===== src/rtl/pipe_hazard_unit.sv =====
// Load-use hazard detection and EX operand forwarding control for the pipelined core.
// Tracks destination info for every in-flight instruction from EX (entry 0) to WB (entry DEPTH-1).
module pipe_hazard_unit #(
    parameter int AW       = 5,
    parameter int DEPTH    = 3,
    parameter int LOAD_LAT = 1,
    parameter int SELW     = $clog2(DEPTH + 1),
    parameter int CNTW     = 16
) (
    input  logic            clk,
    input  logic            rst,
    input  logic            hold,
    input  logic            flush,
    input  logic            id_valid,
    input  logic [AW-1:0]   id_rs,
    input  logic [AW-1:0]   id_rt,
    input  logic            id_use_rs,
    input  logic            id_use_rt,
    input  logic            id_wr_en,
    input  logic [AW-1:0]   id_wr_addr,
    input  logic            id_is_load,
    output logic            stall,
    output logic [SELW-1:0] fwd_rs_sel,
    output logic [SELW-1:0] fwd_rt_sel,
    output logic [CNTW-1:0] stall_cnt
);

    logic [DEPTH-1:0]         v_q, v_d;
    logic [DEPTH-1:0]         we_q, we_d;
    logic [DEPTH-1:0]         ld_q, ld_d;
    logic [DEPTH-1:0][AW-1:0] addr_q, addr_d;
    logic [SELW-1:0]          rs_sel_q, rs_sel_d;
    logic [SELW-1:0]          rt_sel_q, rt_sel_d;
    logic [CNTW-1:0]          cnt_q, cnt_d;

    logic                     live;
    logic                     hazard;
    logic [DEPTH-1:0]         match_rs, match_rt;
    logic [SELW-1:0]          rs_sel_c, rt_sel_c;

    // Scanning from the oldest entry down lets the youngest matching producer win.
    always_comb begin
        live     = id_valid & ~flush;
        hazard   = 1'b0;
        rs_sel_c = '0;
        rt_sel_c = '0;
        for (int j = 0; j < DEPTH; j++) begin
            match_rs[j] = v_q[j] & we_q[j] & (addr_q[j] != '0) & (addr_q[j] == id_rs) & id_use_rs;
            match_rt[j] = v_q[j] & we_q[j] & (addr_q[j] != '0) & (addr_q[j] == id_rt) & id_use_rt;
        end
        for (int j = 0; j < LOAD_LAT; j++) begin
            if (ld_q[j] && (match_rs[j] || match_rt[j])) begin
                hazard = 1'b1;
            end
        end
        for (int j = DEPTH - 1; j >= 0; j--) begin
            if (match_rs[j]) begin
                rs_sel_c = SELW'(j + 1);
            end
            if (match_rt[j]) begin
                rt_sel_c = SELW'(j + 1);
            end
        end
        stall = live & hazard;
    end

    always_comb begin
        v_d      = v_q;
        we_d     = we_q;
        ld_d     = ld_q;
        addr_d   = addr_q;
        rs_sel_d = rs_sel_q;
        rt_sel_d = rt_sel_q;
        cnt_d    = cnt_q;
        if (!hold) begin
            for (int i = 1; i < DEPTH; i++) begin
                v_d[i]    = v_q[i-1];
                we_d[i]   = we_q[i-1];
                ld_d[i]   = ld_q[i-1];
                addr_d[i] = addr_q[i-1];
            end
            if (stall) begin
                v_d[0]    = 1'b0;
                we_d[0]   = 1'b0;
                ld_d[0]   = 1'b0;
                addr_d[0] = '0;
                rs_sel_d  = '0;
                rt_sel_d  = '0;
                if (cnt_q != '1) begin
                    cnt_d = cnt_q + 1'b1;
                end
            end else begin
                v_d[0]    = live;
                we_d[0]   = id_wr_en & live;
                ld_d[0]   = id_is_load & live;
                addr_d[0] = id_wr_addr;
                rs_sel_d  = live ? rs_sel_c : '0;
                rt_sel_d  = live ? rt_sel_c : '0;
            end
        end
    end

    always_ff @(posedge clk or posedge rst) begin
        if (rst) begin
            v_q      <= '0;
            we_q     <= '0;
            ld_q     <= '0;
            addr_q   <= '0;
            rs_sel_q <= '0;
            rt_sel_q <= '0;
            cnt_q    <= '0;
        end else begin
            v_q      <= v_d;
            we_q     <= we_d;
            ld_q     <= ld_d;
            addr_q   <= addr_d;
            rs_sel_q <= rs_sel_d;
            rt_sel_q <= rt_sel_d;
            cnt_q    <= cnt_d;
        end
    end

    assign fwd_rs_sel = rs_sel_q;
    assign fwd_rt_sel = rt_sel_q;
    assign stall_cnt  = cnt_q;

endmodule


===== config.mk =====
export PLATFORM = sky130hd
export DESIGN_NAME = pipe_hazard_unit
export DESIGN_NICKNAME = d
export VERILOG_FILES = /design/src/rtl/pipe_hazard_unit.sv
export SDC_FILE = /design/constraint.sdc
export NUM_CORES = 1
export LEC_CHECK = 0
export CAP_MARGIN = 30
export CORE_MARGIN = 2
export CORE_UTILIZATION = 47
export CTS_BUF_LIST = sky130_fd_sc_hd__clkbuf_2 sky130_fd_sc_hd__clkbuf_4 sky130_fd_sc_hd__clkbuf_8
export CTS_CLUSTER_SIZE = 28
export DETAILED_ROUTE_END_ITERATION = 7
export PLACE_DENSITY = 0.8
export SETUP_SLACK_MARGIN = 0.1
export SKIP_LAST_GASP = 1
export SYNTH_ARGS = -nofsm -noshare
export SYNTH_HDL_FRONTEND = slang
export SYNTH_SLANG_ARGS = --single-unit

===== constraint.sdc =====
create_clock -name clk -period 3 [get_ports clk]
set_input_delay 0.3 -clock clk [delete_from_list [all_inputs] [get_ports clk]]
set_output_delay 0.3 -clock clk [all_outputs]
set_load 0.02 [all_outputs]

# Word level (Yosys, flattened, before mapping)

Cells that the tools add are included.
W data, S select, Z words.

Bits in registers: 42
Input bits: 24
Output and inout port bits: 21
Word-level logic and storage cells: 62

Add/subtract/negate cells: 1
Eq/ne operators: 7
Multiplexer cells: 15
Bitwise operators: 24
Reduce and logical (&&, ||, !) cells: 6

Operators with widths:

| kind                    | count |
|---|---|
| $eq A5 B5 Y1            | 6 |
| $and A1 B1 Y1           | 22 |
| $mux W2                 | 10 |
| $add A16 B1 Y16 const B | 1 |
| $ne A16 B16 Y1 const B  | 1 |
| $reduce_bool A5 Y1      | 3 |
| $mux W5                 | 1 |
| $mux W1                 | 4 |
| $reduce_and A3 Y1       | 1 |
| $not A1 Y1              | 2 |
| $logic_and A1 B1 Y1     | 1 |
| $logic_or A1 B1 Y1      | 1 |

# Depth between registers and ports, before layout

Gate-level depths: netlist (run 1).

Word-level depth: 9
Depth in mapped cells: 8
Gate-level depth less buffers: 6

# Worst setup path before layout (run 1)

OpenSTA, ideal clock, no wires.

Path type: register -> register
From: reg addr_q[3] in the netlist's numbering
To: reg addr_q[3] in the netlist's numbering
Library setup time: 121 ps
Data arrival time: 2101 ps
Data required time: 2879 ps
Setup slack: 778 ps
Cell stages (with the launch flop): 7
Path buffers: 0
Period minus slack after synthesis: 2222 ps
Cell sequence: dfrtp_1 -> xor2_1 -> nor4_4 -> nand3_2 -> a211oi_1 -> nor2_1 -> a22o_2

Cells in the longest elaborated chain, start to end: 9
Elaborated cells on any way between the ends: 13
Those cells by class: 2 x eq/ne; 2 x mux; 6 x bitwise; 3 x reduce/logical

RTL lines:

| item                                                  | RTL line | RTL |
|---|---|---|
| start: declaration                                    | 31       | `logic [DEPTH-1:0][AW-1:0] addr_q, addr_d;` |
| start signal: assignment                              | 116      | `addr_q <= addr_d;` |
| $reduce_bool A5 Y1                                    | 48, 49   |  |
| $and A1 B1 Y1                                         | 48, 49   |  |
| $and A1 B1 Y1, on equally long branches (2 in series) | 48, 49   |  |
| $logic_or A1 B1 Y1 (*)                                | 52       | `if (ld_q[j] && (match_rs[j] \|\| match_rt[j])) begin` |
| $logic_and A1 B1 Y1 (*)                               | 52       |  |
| $mux W1 (*)                                           | 52       |  |
| $and A1 B1 Y1 (*)                                     | 64       | `stall = live & hazard;` |
| named net stall                                       | 22       | `output logic stall,` |
| $mux W5 (*)                                           | 82       | `if (stall) begin` |

The timed path passes the listed nets; every way through them passes the cells marked *.
A chain may end at the register's enable or synchronous reset.

# Worst setup path after layout (run 1)

From: in id_rt[3]
To: out stall

Cells in the longest elaborated chain, start to end: 7

RTL lines:

| item                        | RTL line | RTL |
|---|---|---|
| start: declaration          | 16       | `input logic [AW-1:0] id_rt,` |
| $eq A5 B5 Y1                | 49       | `match_rt[j] = v_q[j] & we_q[j] & (addr_q[j] != '0) & (addr_q[j] == id_rt) & id_use_rt;` |
| $and A1 B1 Y1 (2 in series) | 49       |  |
| $logic_or A1 B1 Y1          | 52       |  |
| $logic_and A1 B1 Y1         | 52       |  |
| $mux W1                     | 52       |  |
| $and A1 B1 Y1               | 64       |  |
| end: declaration            | 22       |  |

No other way between the ends.

==> results of run 1 <==
[worst max path at each step]
stage                            endpoint  slack [ns]  cells past startpoint
global placement                    stall        0.17                      6
CTS                                 stall        0.19                      4
floorplan           addr_q[3]$_DFFE_PP0N_        0.78                      6
finish                              stall        0.25                      6
global route                        stall        0.14                      5
detailed placement                  stall        0.13                      6
[cell type report]
cell class,instances,share of cell area (%)
clock buffer,5,2.40
timing repair buffer,50,17.0
inverter,3,0.394
sequential,42,36.7
multi-input combinational,150,40.8
clock inverter,2,0.350
tap,54,2.36
[cell families after synthesis]
family                   synth area share [%]
AND/OR/NAND/NOR                          17.3
XOR/XNOR                                 16.8
adder cells (fa/ha/maj)                 0.558
multiplexers                             8.54
flip-flops                               46.9
AO/OA/AOI/OAI                            7.93
buffers and inverters                    2.01
[power by group through the flow]
stage	clock (uW)	sequential, uW	combinational (uW)
finish	347	656	189
global route	384	663	204
CTS	356	654	187
detailed placement	0	666	184
global placement	0	664	180
floorplan	0	647	128
[cell usage after synthesis, drive strengths merged]
master	instances	share of area, %
dfrtp	42	47
xor2	27	11
mux2	17	8.5
nand2	17	2.8
xnor2	16	6.3
nor3	11	2.5
nor4	11	4.0
nand4	9	2.5
nor2	6	1.0
a22o	5	2.0
nand3	5	1.3
a32o	3	1.3
buf	3	1.2
inv	3	0.50
a21oi	2	0.45
clkbuf	2	0.34
nand2b	2	0.56
nor2b	2	0.56
o211ai	2	0.67
o21ai	2	0.45
o31ai	2	0.67
or4	2	0.67
a2111o	1	0.50
a211oi	1	0.34
a21o	1	0.39
and3	1	0.34
ha	1	0.56
nor4b	1	0.67
o2111ai	1	0.67
o311a	1	0.45
or3	1	0.28
[flip-flops by register name, indices dropped and copies added, names as in the netlist]
name	flops
stall_cnt	16
addr_q	15
v_q	3
we_q	3
fwd_rs_sel	2
fwd_rt_sel	2
ld_q	1
[timing repair]
item	CTS	global route
setup endpoints to repair	1	1
hold buffers	0	0
pin swaps	0	0
resized for setup	1	2
gates cloned	0	0
[metrics by stage]
step	setup WS, ns	instances	hold slack (ns)	cell area [um^2]	power, uW
6_report	0.248	306	0.255	2860	1190
4_1_cts	0.192	306	0.252	2840	1200
2_1_floorplan	0.778	200	0.428	2240	774
3_3_place_gp	0.167	299	0.475	2760	844
3_5_place_dp	0.129	299	0.475	2760	849
5_1_grt	0.141	306	0.289	2860	1250
[critical path, cell delays in order]
cell,delay (ns)
clkdlybuf4s50_1,0.49
xor2_1,0.19
nor4_2,0.35
nand3_1,0.19
a211oi_2,0.27
clkdlybuf4s50_1,0.65
[layer usage]
layer | part of all wire (%) | GRT usage [%]
met1 | 44 | 26.7
met2 | 49 | 33.6
met3 | 5.5 | 5.25
met4 | 1.6 | 5.76
met5 | 0 | 0
==> results.md, run 1 <==
- Required time of the critical path: 2.70 ns
- Setup bufs post-CTS: 0
- Sink Count: 42
- Seq. cell area: roughly 1100 um^2
- Worst-skew pair later-pin latency: 0.30 ns
- Reg-to-Reg Start: addr_q[4]$_DFFE_PP0N_
- GRT Total Usage: 20.5%
- Drt first pass iters: 4
- Core ar.: between 4000 and 5000 um^2
- Status: complete, no violations
- CP Max Fanout: 3
- Switching Fraction: between 20% and 30%
- Seq cells post-synth: 42
- Layout Nets: 277
- Critical path origin: id_rt[3]
- Unrepaired setup endpoints after global routing: no
- FMAX: 363 MHz
- Io pins: 45
- Drt total wl: ~5100 um
- Instance count of the mapped netlist: 200
- Antenna diodes: 0
- Reg-to-reg endpoint: stall_cnt[12]$_DFFE_PP0P_
- Clk network pwr share: roughly 29%
- Crit path DAT: 2.45 ns
- Final ANT Viol Nets: 0
- Setup Skew: 0.00489 ns
- HP Class: in -> async
- Int Pwr: a little under 900 uW
- Maxcap violations: 0
- Post-layout minimum cycle time: ~2.8 ns
- Mean Syn Cell Area: around 11 um^2
- Most frequent cells in the layout: 44 x clkdlybuf4s50_1, 42 x dfrtp_1, 27 x xor2_1
- Pwr/cell area: between 400 and 500 nW/um^2
- Combinational Power Share: around 16%
- Distinct cell type count after synthesis: 37
- CTS tree: built
- Leak: between 0.001 and 0.0015 uW
- Gpl congestion: 0.857
- Post-detail-place hpwl: about 3700 um
- Die ar.: approximately 5300 um^2
- Antenna violations before repair: 0
- Crit Path Class: in -> out
- Initial DRC count: 155
- Post-layout util: between 60% and 70%
- Mapped Nets: 225
- Rel. slew slack: around 69%
- Final hold violations: 0
- Synthesis-to-layout area growth: 27.7%
- Layout cells sized above 1: about 15%
- Gr ovfl total: 0
- Most common cell after layout, fill and taps aside: clkdlybuf4s50_1
- Period utilisation layout: between 90% and 100%
- Sw power: around 330 uW
- Setup_tns: 0 ns
- Root buf cell: clkbuf_8
- Clock buffer depth: 2
- Sequential cell area fraction in the yosys report: between 40% and 50%
- Vias in the first global route: ~1,700
- Seq pwr share: a little under three fifths
- Worst setup EP type: output port
- Initial core utilization: approximately 48%
- Die Span Y: about 73 um
- Worst Tran Pin Value: approximately 0.46 ns
- Mapped cell area: between 2000 and 2500 um^2
- Area occupied by multi-input gates: ~1200 um^2
- Synth warnings: 0
- Die Span X: roughly 73 um
- First-pass GRT wire length: between 8000 and 9000 um
- Vias: 1,741
- Drt drc: 0
- Drt via density: ~5.7
- Setup crit start kind: primary input
- Std cell rows: 25
- Final setup viols: 0
- Largest net degree at the start of global routing: 28
- Clock H-tree levels: 2
- Reg2reg setup slack: roughly 0.40 ns
- Clk slew on worst S/H paths: ~0.08 ns
- R2R cell count: 7
- Inserted Clock Buffers: 5
- Max VDD drop: 0.000284 V
- FILL cells: between 400 and 500
- Drt wl/cell: ~17 um
- Pins Over Slew Limit: 0
- # port buffers: 44
Power figures use the tool's default switching activity.
==> run 2: changes to the inputs <==
--- a/config.mk
+++ b/config.mk
@@ -9,11 +9,13 @@
 export CORE_MARGIN = 2
 export CORE_UTILIZATION = 47
 export CTS_BUF_LIST = sky130_fd_sc_hd__clkbuf_2 sky130_fd_sc_hd__clkbuf_4 sky130_fd_sc_hd__clkbuf_8
+export CTS_CLUSTER_DIAMETER = 150
 export CTS_CLUSTER_SIZE = 28
 export DETAILED_ROUTE_END_ITERATION = 7
 export PLACE_DENSITY = 0.8
 export SETUP_SLACK_MARGIN = 0.1
 export SKIP_LAST_GASP = 1
+export SLEW_MARGIN = 20
 export SYNTH_ARGS = -nofsm -noshare
 export SYNTH_HDL_FRONTEND = slang
 export SYNTH_SLANG_ARGS = --single-unit
==> results of run 2 <==
Same layout as run 1: the final DEF is identical, and so are final timing and power.
==> run 3: changes to the inputs <==
--- a/config.mk
+++ b/config.mk
@@ -12,6 +12,7 @@
 export CTS_CLUSTER_DIAMETER = 150
 export CTS_CLUSTER_SIZE = 28
 export DETAILED_ROUTE_END_ITERATION = 7
+export GPL_ROUTABILITY_DRIVEN = 0
 export PLACE_DENSITY = 0.8
 export SETUP_SLACK_MARGIN = 0.1
 export SKIP_LAST_GASP = 1
==> run 3 against run 2 <==
  * Wire length fell by 5.3%
  * Sequential share of layout area down 0.32 points
  * Critical path type unchanged
  * Setup slack better by 0.0062 ns
  * Largest cell class unchanged
  * Cell count increased by 0.65%
  * Flip-flop and latch count unchanged
  * Register-to-register slack barely moved
  * Sequential power barely moved
  * First-iteration DRC count fell by 20%
  * Die area did not move
  * Critical endpoint unchanged
==> results.md, run 3 (synthesis gave the netlist of run 1 again) <==
- Reg2reg setup slack: 0.41 ns (about the same)
- Die Span X: 73.1 um (unchanged)
- Die ar.: 5340 um^2 (unchanged)
- Fin cells: 308 (+0.65%)
- Crit Path Class: in -> out
- Clk slew on worst S/H paths: 0.08 ns (about the same)
- Reg-to-reg endpoint: stall_cnt[12]$_DFFE_PP0P_
- Leak: 0.00122 uW (+1.6%)
- Hold WS: 0.427 ns (+0.172 ns)
- Pins Over Slew Limit: 0 (unchanged)
- Slowest cell on crit path: clkdlybuf4s50_1
- Crit path DAT: 2.45 ns (about the same)
- Sink Count: 42 (unchanged)
- Vias in the first global route: 1,650 (-5.4%)
- Worst-skew pair later-pin latency: 0.30 ns (about the same)
- GRT Total Usage: 20.2% (-0.23 points)
- Reg-to-Reg Start: addr_q[4]$_DFFE_PP0N_
- Core ar.: 4660 um^2 (unchanged)
- Final hold violations: 0 (unchanged)
- Root buf cell: clkbuf_8
- Initial DRC count: 124 (-20%)
- # port buffers: 44 (unchanged)
- Synthesis-to-layout area growth: 28.8%
- HP Class: in -> async
- Clock H-tree levels: 2 (unchanged)
- Crit-path cells: clkdlybuf4s50_1 > xor2_1 > nor4_4 > nand3_2 > a211oi_2 > clkdlybuf4s50_1
- Final setup viols: 0 (unchanged)
- Final ANT Viol Nets: 0 (unchanged)
- Max FFs per register: 16 (unchanged)
- Period utilisation layout: 91.5% (-0.21 points)
- Drt wl/cell: 15.8 um (-5.9%)
- Gr ovfl total: 0 (unchanged)
- First-pass GRT wire length: 8200 um (-1.7%)
- Setup_tns: 0 ns (unchanged)
- Most common cell after layout, fill and taps aside: clkdlybuf4s50_1
- Worst setup EP type: output port
- Most frequent cells in the layout: 44 x clkdlybuf4s50_1, 42 x dfrtp_1, 27 x xor2_1
- Maxcap violations: 0 (unchanged)
- Layout cells sized above 1: 15.4% (+0.27 points)
- Drt drc: 0 (unchanged)
- Std cell rows: 25 (unchanged)
- Unrepaired setup endpoints after global routing: no
- Setup Skew: 0.0142 ns (+0.00930 ns)
- Clock buffer depth: 2 (unchanged)
- Rel. slew slack: 65.7% (-3.3 points)
- R2R cell count: 7 (unchanged)
- Die Span Y: 73.1 um (unchanged)
- Status: complete, no violations
- Post-CTS Hold Fix Bufs: 0 (unchanged)
- Inserted Clock Buffers: 5 (unchanged)
- CTS tree: built
- Max VDD drop: 0.000324 V (+14%)
- Setup crit start kind: primary input
- Antenna violations before repair: 0 (unchanged)
- Antenna diodes: 0 (unchanged)
- Io pins: 45 (unchanged)
- Post-layout minimum cycle time: 2.75 ns (-0.00620 ns)
- Pwr/cell area: 448 nW/um^2 (+7.5%)
- Placed inst area: 2750 um^2 (-0.27%)
- Post-detail-place hpwl: 3440 um (-5.9%)
- Post-layout util: 61.9% (+0.54 points)
- CP Max Fanout: 5 (+2)
- Required time of the critical path: 2.70 ns (about the same)
- Layout Nets: 278 (+0.36%)
- Drt via density: 5.65 (-0.76%)
- Drt first pass iters: 4 (unchanged)
- FMAX: 364 MHz (+0.23%)
- Initial core utilization: 48.1% (unchanged)
- CP peak stage delay: 0.65 ns (about the same)
- Most used cell, CP: clkdlybuf4s50_1
- Drt total wl: 4870 um (-5.3%)
- Worst Tran Pin Value: 0.514 ns (+0.0534 ns)
- Placed cell count: 298 (-0.33%)
- Largest net degree at the start of global routing: 43 (+54%)
- Final Instance Area: 2890 um^2 (+0.87%)
- Vias: 1,739 (-0.11%)
==> run 3: per-stage QoR <==
stage               worst slack [ns]  total power (uW)
global placement               0.136               843
floorplan                      0.778               774
detailed placement             0.155               848
finish                         0.254              1290
global route                   0.122              1350
CTS                            0.145              1300
==> run 3: where the power goes <==
part	internal (uW)	switching, uW
Combinational	107	76.9
Clock	267	187
Sequential	601	52.4
Total	975	317
==> run 3: layout make-up <==
cell class	count	area, um^2
fill	399	1770
timing repair buffer	51	493
sequential	42	1050
tap	54	67.6
inverter	3	11.3
clock inverter	1	30.0
clock buffer	7	83.8
multi-input combinational	150	1150
==> run 3: layer usage <==
| metal | global-route usage [%] | up-vias | share of wire [%] |
|---|---|---|---|
| li1 | - | 831 | - |
| met1 | 27.8 | 844 | 48 |
| met2 | 31.1 | 53 | 45 |
| met3 | 4.83 | 11 | 5.4 |
| met4 | 7.20 | 0 | 2.0 |
| met5 | 0 | - | 0 |
==> run 3: what timing repair did <==
action,CTS,global route
setup endpoints to repair,0,1
gates resized for setup,0,1
buffers inserted,0,2
==> run 3: critical path: cells and delay by family <==
kind	cells	cell delay, ns
buffers and inverters	2	1.15
and+or+nand+nor	2	0.48
AOI/OAI and AO/OA	1	0.31
xor gates and xnor gates	1	0.21
==> run 3: how the worst max path moves through the flow <==
stage | from | end | slack (ns) | cells after the start
floorplan | addr_q[3]$_DFFE_PP0N_ | addr_q[3]$_DFFE_PP0N_ | 0.78 | 6
global placement | id_rt[3] | stall | 0.14 | 6
detailed placement | id_rt[3] | stall | 0.15 | 6
CTS | id_rt[3] | stall | 0.15 | 6
global route | addr_q[4]$_DFFE_PP0N_ | stall | 0.12 | 5
finish | id_rs[3] | stall | 0.25 | 6
